File: src/rtl/varredura_matriz_if.sv
// Signal bundle between the board controller side and the LED matrix scanner.
// The scanner consumes the board columns and cursor, and drives the matrix pins.
interface varredura_matriz_if;
  logic       ligado;
  logic [6:0] coluna1;
  logic [6:0] coluna2;
  logic [6:0] coluna3;
  logic [6:0] coluna4;
  logic [6:0] coluna5;
  logic       cursor_ativo;
  logic [2:0] cursor_coluna;
  logic [2:0] cursor_linha;
  logic [4:0] colunas;
  logic [6:0] linhas;
  logic       frame_inicio;

  modport master (
    output ligado, coluna1, coluna2, coluna3, coluna4, coluna5,
    output cursor_ativo, cursor_coluna, cursor_linha,
    input  colunas, linhas, frame_inicio
  );

  modport slave (
    input  ligado, coluna1, coluna2, coluna3, coluna4, coluna5,
    input  cursor_ativo, cursor_coluna, cursor_linha,
    output colunas, linhas, frame_inicio
  );
endinterface

File: src/rtl/varredura_matriz.sv
// 5x7 LED matrix column scanner: per-frame double-buffered board, blanking at
// the start of each column slot, and a blinking XOR cursor cell.
module varredura_matriz #(
  parameter int DIV_COLUNA    = 5000,
  parameter int TEMPO_APAGADO = 250,
  parameter int DIV_PISCA     = 25
) (
  input  logic                clock,
  input  logic                reset,
  varredura_matriz_if.slave   bus
);

  localparam int CW = (DIV_COLUNA > 1) ? $clog2(DIV_COLUNA) : 1;
  localparam int QW = (DIV_PISCA > 1) ? $clog2(DIV_PISCA) : 1;

  logic [CW-1:0] ciclo_q, ciclo_d;
  logic [2:0]    idx_q, idx_d;
  logic [QW-1:0] quadros_q, quadros_d;
  logic          fase_q, fase_d;
  logic [6:0]    buffer_q [5];
  logic [6:0]    buffer_d [5];
  logic [4:0]    colunas_q, colunas_d;
  logic [6:0]    linhas_q, linhas_d;
  logic          frame_q, frame_d;

  logic          inicio;
  logic          cursor_ok;
  logic [6:0]    mascara;

  // Cursor is sampled live; out-of-range coordinates never match any column.
  assign cursor_ok = bus.cursor_ativo && fase_q &&
                     (bus.cursor_coluna >= 3'd1) && (bus.cursor_coluna <= 3'd5) &&
                     (bus.cursor_linha  >= 3'd1) && (bus.cursor_linha  <= 3'd7) &&
                     (bus.cursor_coluna == idx_q + 3'd1);
  assign mascara = cursor_ok ? (7'd1 << (bus.cursor_linha - 3'd1)) : 7'd0;
  assign inicio  = (idx_q == 3'd0) && (ciclo_q == '0);

  always_comb begin
    ciclo_d   = ciclo_q;
    idx_d     = idx_q;
    quadros_d = quadros_q;
    fase_d    = fase_q;
    buffer_d  = buffer_q;
    colunas_d = 5'd0;
    linhas_d  = 7'h7F;
    frame_d   = 1'b0;

    if (!bus.ligado) begin
      ciclo_d   = '0;
      idx_d     = 3'd0;
      quadros_d = '0;
      fase_d    = 1'b0;
    end else begin
      frame_d = inicio;
      // The only moment the displayed board may change: start of column 1.
      if (inicio) begin
        buffer_d[0] = bus.coluna1;
        buffer_d[1] = bus.coluna2;
        buffer_d[2] = bus.coluna3;
        buffer_d[3] = bus.coluna4;
        buffer_d[4] = bus.coluna5;
      end

      if (ciclo_q >= CW'(TEMPO_APAGADO)) begin
        colunas_d = 5'd1 << idx_q;
        linhas_d  = buffer_q[idx_q] ^ mascara;
      end

      if (ciclo_q == CW'(DIV_COLUNA - 1)) begin
        ciclo_d = '0;
        if (idx_q == 3'd4) begin
          idx_d = 3'd0;
          if (quadros_q == QW'(DIV_PISCA - 1)) begin
            quadros_d = '0;
            fase_d    = ~fase_q;
          end else begin
            quadros_d = quadros_q + QW'(1);
          end
        end else begin
          idx_d = idx_q + 3'd1;
        end
      end else begin
        ciclo_d = ciclo_q + CW'(1);
      end
    end
  end

  always_ff @(posedge clock) begin
    if (reset) begin
      ciclo_q   <= '0;
      idx_q     <= 3'd0;
      quadros_q <= '0;
      fase_q    <= 1'b0;
      for (int i = 0; i < 5; i++) buffer_q[i] <= 7'h7F;
      colunas_q <= 5'd0;
      linhas_q  <= 7'h7F;
      frame_q   <= 1'b0;
    end else begin
      ciclo_q   <= ciclo_d;
      idx_q     <= idx_d;
      quadros_q <= quadros_d;
      fase_q    <= fase_d;
      buffer_q  <= buffer_d;
      colunas_q <= colunas_d;
      linhas_q  <= linhas_d;
      frame_q   <= frame_d;
    end
  end

  assign bus.colunas      = colunas_q;
  assign bus.linhas       = linhas_q;
  assign bus.frame_inicio = frame_q;

endmodule

File: src/flat_wrapper.sv
// flat-port wrapper written by rule: the top's interface ports become plain ports
module varredura_matriz_flat 
#(
  parameter int DIV_COLUNA    = 5000,
  parameter int TEMPO_APAGADO = 250,
  parameter int DIV_PISCA     = 25
)
  (clock, reset, bus_ligado, bus_coluna1, bus_coluna2, bus_coluna3, bus_coluna4, bus_coluna5, bus_cursor_ativo, bus_cursor_coluna, bus_cursor_linha, bus_colunas, bus_linhas, bus_frame_inicio);
  varredura_matriz_if bus_i ();
  input  logic clock;
  input  logic reset;
  input wire logic [$bits(bus_i.ligado)-1:0] bus_ligado;
  input wire logic [$bits(bus_i.coluna1)-1:0] bus_coluna1;
  input wire logic [$bits(bus_i.coluna2)-1:0] bus_coluna2;
  input wire logic [$bits(bus_i.coluna3)-1:0] bus_coluna3;
  input wire logic [$bits(bus_i.coluna4)-1:0] bus_coluna4;
  input wire logic [$bits(bus_i.coluna5)-1:0] bus_coluna5;
  input wire logic [$bits(bus_i.cursor_ativo)-1:0] bus_cursor_ativo;
  input wire logic [$bits(bus_i.cursor_coluna)-1:0] bus_cursor_coluna;
  input wire logic [$bits(bus_i.cursor_linha)-1:0] bus_cursor_linha;
  output wire logic [$bits(bus_i.colunas)-1:0] bus_colunas;
  output wire logic [$bits(bus_i.linhas)-1:0] bus_linhas;
  output wire logic [$bits(bus_i.frame_inicio)-1:0] bus_frame_inicio;
  assign bus_i.ligado = bus_ligado;
  assign bus_i.coluna1 = bus_coluna1;
  assign bus_i.coluna2 = bus_coluna2;
  assign bus_i.coluna3 = bus_coluna3;
  assign bus_i.coluna4 = bus_coluna4;
  assign bus_i.coluna5 = bus_coluna5;
  assign bus_i.cursor_ativo = bus_cursor_ativo;
  assign bus_i.cursor_coluna = bus_cursor_coluna;
  assign bus_i.cursor_linha = bus_cursor_linha;
  assign bus_colunas = bus_i.colunas;
  assign bus_linhas = bus_i.linhas;
  assign bus_frame_inicio = bus_i.frame_inicio;
  varredura_matriz #(.DIV_COLUNA(DIV_COLUNA), .TEMPO_APAGADO(TEMPO_APAGADO), .DIV_PISCA(DIV_PISCA)) u_core (.clock(clock), .reset(reset), .bus(bus_i));
endmodule
File: config.mk
export PLATFORM = sky130hd
export DESIGN_NAME = varredura_matriz_flat
export DESIGN_NICKNAME = d
export VERILOG_FILES = /design/src/rtl/varredura_matriz_if.sv /design/src/rtl/varredura_matriz.sv /design/src/flat_wrapper.sv
export SDC_FILE = /design/constraint.sdc
export NUM_CORES = 1
export LEC_CHECK = 0
export CAP_MARGIN = 10
export CORE_ASPECT_RATIO = 0.7
export CORE_MARGIN = 3
export CORE_UTILIZATION = 45
export DETAILED_ROUTE_END_ITERATION = 6
export HOLD_SLACK_MARGIN = 0.1
export PLACE_DENSITY_LB_ADDON = 0.12
export SETUP_SLACK_MARGIN = 0.05
export SLEW_MARGIN = 5
export SYNTH_ARGS = -nofsm -noshare
export SYNTH_HDL_FRONTEND = slang
export SYNTH_SLANG_ARGS = --single-unit
File: constraint.sdc
create_clock -name clock -period 3 [get_ports clock]
set_input_delay 0.75 -clock clock [delete_from_list [all_inputs] [get_ports clock]]
set_output_delay 0.75 -clock clock [all_outputs]
set_load 0.02 [all_outputs]
==> implementation parameters <==
Parameter                              Value

Critical path
  CP startpoint kind    primary input
  Worst setup path class    primary input to register
  Critical Path Sink Type    register
  Critical path peak fanout    7
  Endpoint of the most critical register-to-register path    u_core.bus.linhas[0]$_SDFF_PP1_
  Slack of the worst reg-to-reg path    0.71 ns
  R2R cell count    7
  Required time at the endpoint of the critical path    3.27 ns
  Arrival time at the worst endpoint    2.65 ns
  RR Startpoint    u_core.idx_q[0]$_SDFFE_PP0P_
  Critical path startpoint    bus_cursor_coluna[0]

Power
  Proportion of power drawn by combinational gates    10.1%
  Internal power    0.00160 W
  Maximum ir drop on the vdd rail    0.225 mV
  Power consumption    0.00208 W
  Areal power density over the cells    492 nW/um2
  Register share of total power    47.9%
  P_leak    1.59 nW
  Clock network fraction of total power    41.9%
  Switching fraction of total power    23.2%
  Net switching power    0.000481 W

Timing
  Sum of negative setup slack    0 ns
  Worst Clk Skew    0.00803 ns
  Number of endpoints failing setup at the final stage    0
  Peak clock frequency supported by timing    421 MHz
  Tcrit/Tclk final    79.2%
  Worst setup slack after layout    0.623 ns
  Final-report max-slew violation count    0
  Time the final worst path needs with I/O delays and setup    2.38 ns
  RSZ-0062 raised after global routing    no
  Final Hold Viols    0
  Measured slew at the worst slew-check pin    0.602 ns
  Relative slew slack    58.7%

Synthesis
  Post-Syn Instances    394
  Most used standard cell by instance count after synthesis    nand2_1
  Number of enable flip-flop cells after synthesis    0
  Synthesized area per cell    8.68 um2
  Post-synthesis net count    447
  Proportion of synthesized chip area in sequential cells    41.0%
  Synthesis warning total    0
  Flop and latch count out of synthesis    70
  Synth top area share    41.0%
  Post-Syn Area    3420 um2
  Share of flip-flops with an asynchronous set or reset    0%
  Cell type with the highest aggregate area in the netlist    dfxtp_1
  Most used standard cells in the synthesized netlist    nand2_1, dfxtp_1, nand3b_1, nor2_1, o21ai_0
  Most used DFF post-synth    dfxtp_1
  Count of different cell masters after synthesis    44
  Top area cells in the synthesized netlist    dfxtp_1, nand3b_1, nand2_1, mux2i_1, o21ai_0

Die
  Initial Utilization    48.4%
  Number of top-level pins    58
  Die Span Y    78.9 um
  Area of the die    8700 um2
  CORE AREA    7070 um2
  Die X    110 um
  Cell row count    25

Place
  Placed Instances    529
  Number of buffers inserted by port buffering    57
  Post-DP HPWL    5530 um
  Post-placement setup slack    0.306 ns
  Weighted congestion reported at the end of routability-driven placement    0.913

Clocking
  Number of buffers created by CTS    9
  Source-to-sink clock delay at the later pin of the worst-skew pair    0.35 ns
  Largest buffer count on any clock path    2
  Setup bufs post-CTS    0
  Number of sinks driven by the clock tree    70
  TritonCTS clock tree    yes
  Cell at the root of the clock tree    clkbuf_8
  Number of buffers added to fix hold violations after cts    0
  # H-tree levels    3
  Clock transition at path regs    0.07 ns
  Number of cells upsized or downsized after cts    0

Final layout
  Number of nets in the final layout    499
  Area growth from synthesis to layout    23.4%
  Number of antenna diodes    0
  Final non-filler cell total    545
  Fraction of layout cells with a size suffix above 1    7.32%

Routing
  DRT Wirelength    7710 um
  Initial drt markers    157
  DRC violation count after routing    0
  Pre-antenna DRT Iters    4
  Routed via count divided by cell count    5.11
  Via count    2,785
  Average wire per standard cell    14.1 um
  ANT nets after route    0

GRT
  Global router's overall resource usage    18.8%
  Number of global-route vias before repair    2,630
  Wire length of the first global-routing pass    12,800 um
  Total congestion overflow after global routing    0
  Met2 usage    24.8%
  Global routing met3 resource utilization    5.93%
  Number of antenna violations at the first check in global routing    0
  Fraction of met1 tracks used by global routing    28.4%
  Pin count of the biggest net entering global routing    37
  Busiest layer in global routing    met1

Min path
  Tightest Hold Check Type    register to register
  Worst Hold Depth    2
  Worst hold endpoint    u_core.buffer_q[6]$_SDFFE_PP1P_
  HP Start    u_core.buffer_q[6]$_SDFFE_PP1P_

Run
  Max-cap violations    0

Status
  Status    finished clean
layer usage:
metal	share of wire, %	vias up
li1	-	1446
met4	1.6	0
met2	39	72
met5	0	-
met3	5.7	12
met1	53	1255
power by group through the flow:
stage | clock (W) | sequential, W | combinational, W
final | 0.000871 | 0.000995 | 0.000211
after global routing | 0.000935 | 0.00100 | 0.000235
after CTS | 0.000890 | 0.000995 | 0.000212
after detailed placement | 0 | 0.00102 | 0.000212
after global placement | 0 | 0.00101 | 0.000207
after floorplan | 0 | 0.00101 | 0.000137
cell usage in the layout (no fill, tap or decap), types with 9 or more instances in the layout:
cell type / count
dfxtp_1: 70
nand2_1: 84
inv_1: 10
nor2_1: 28
xnor2_1: 13
mux2i_1: 17
nand3b_1: 46
o21ai_0: 24
nand3_1: 9
clkdlybuf4s50_1: 57
clkbuf_8: 11
worst max path at each step:
stage | end | slack, ns | depth (start not counted)
after floorplan | u_core.bus.linhas[1]$_SDFF_PP1_ | 0.64 | 9
after global placement | u_core.bus.linhas[5]$_SDFF_PP1_ | 0.39 | 6
after detailed placement | u_core.bus.linhas[0]$_SDFF_PP1_ | 0.31 | 6
after CTS | u_core.bus.linhas[0]$_SDFF_PP1_ | 0.66 | 6
after global routing | u_core.bus.linhas[0]$_SDFF_PP1_ | 0.51 | 7
final | u_core.bus.linhas[0]$_SDFF_PP1_ | 0.62 | 6
stage by stage:
| stage | hold WS, ns | area, um2 | util [%] |
|---|---|---|---|
| 5_1_grt | 0.489 | 4220 | 59.7 |
| 2_1_floorplan | 0.436 | 3420 | - |
| 6_report | 0.467 | 4220 | 59.7 |
| 3_3_place_gp | 0.447 | 3990 | 56.4 |
| 4_1_cts | 0.471 | 4220 | 59.7 |
| 3_5_place_dp | 0.454 | 3990 | 56.4 |
registers in the layout, indices dropped and copies added, names as in the netlist:
name and flops:
u_core.buffer_q 35, u_core.bus.colunas 5, u_core.bus.frame_inicio 1, u_core.bus.linhas 7, u_core.ciclo_q 13, u_core.fase_q 1
u_core.idx_q 3, u_core.quadros_q 5
kinds of logic (layout without fill, tap and decap cells):
| group | Yosys count | in the layout | synth area share, % |
|---|---|---|---|
| muxes | 17 | 17 | 4.98 |
| xor gates and xnor gates | 18 | 18 | 4.61 |
| buffers and inverters | 31 | 88 | 5.71 |
| adders and majority gates | 8 | 8 | 2.93 |
| DFF | 70 | 70 | 41.0 |
| AOI/OAI and AO/OA | 45 | 45 | 8.05 |
| and+or+nand+nor | 205 | 205 | 32.7 |
layout make-up:
type	count	area, um2
well taps	94	118
inverters	10	37.5
clock buffers	11	151
flip-flops and latches	70	1400
fillers	676	2850
multi-input cells	293	1820
clock inverters	5	81.3
repair buffers	62	608
worst max-delay path, cell delays in order:
cell and delay, ns:
clkdlybuf4s50_1 0.51, or3b_1 0.35, mux2i_1 0.47, o2111ai_1 0.24, and2_0 0.20, o21ai_1 0.14
(Power assumes the default switching activity.)
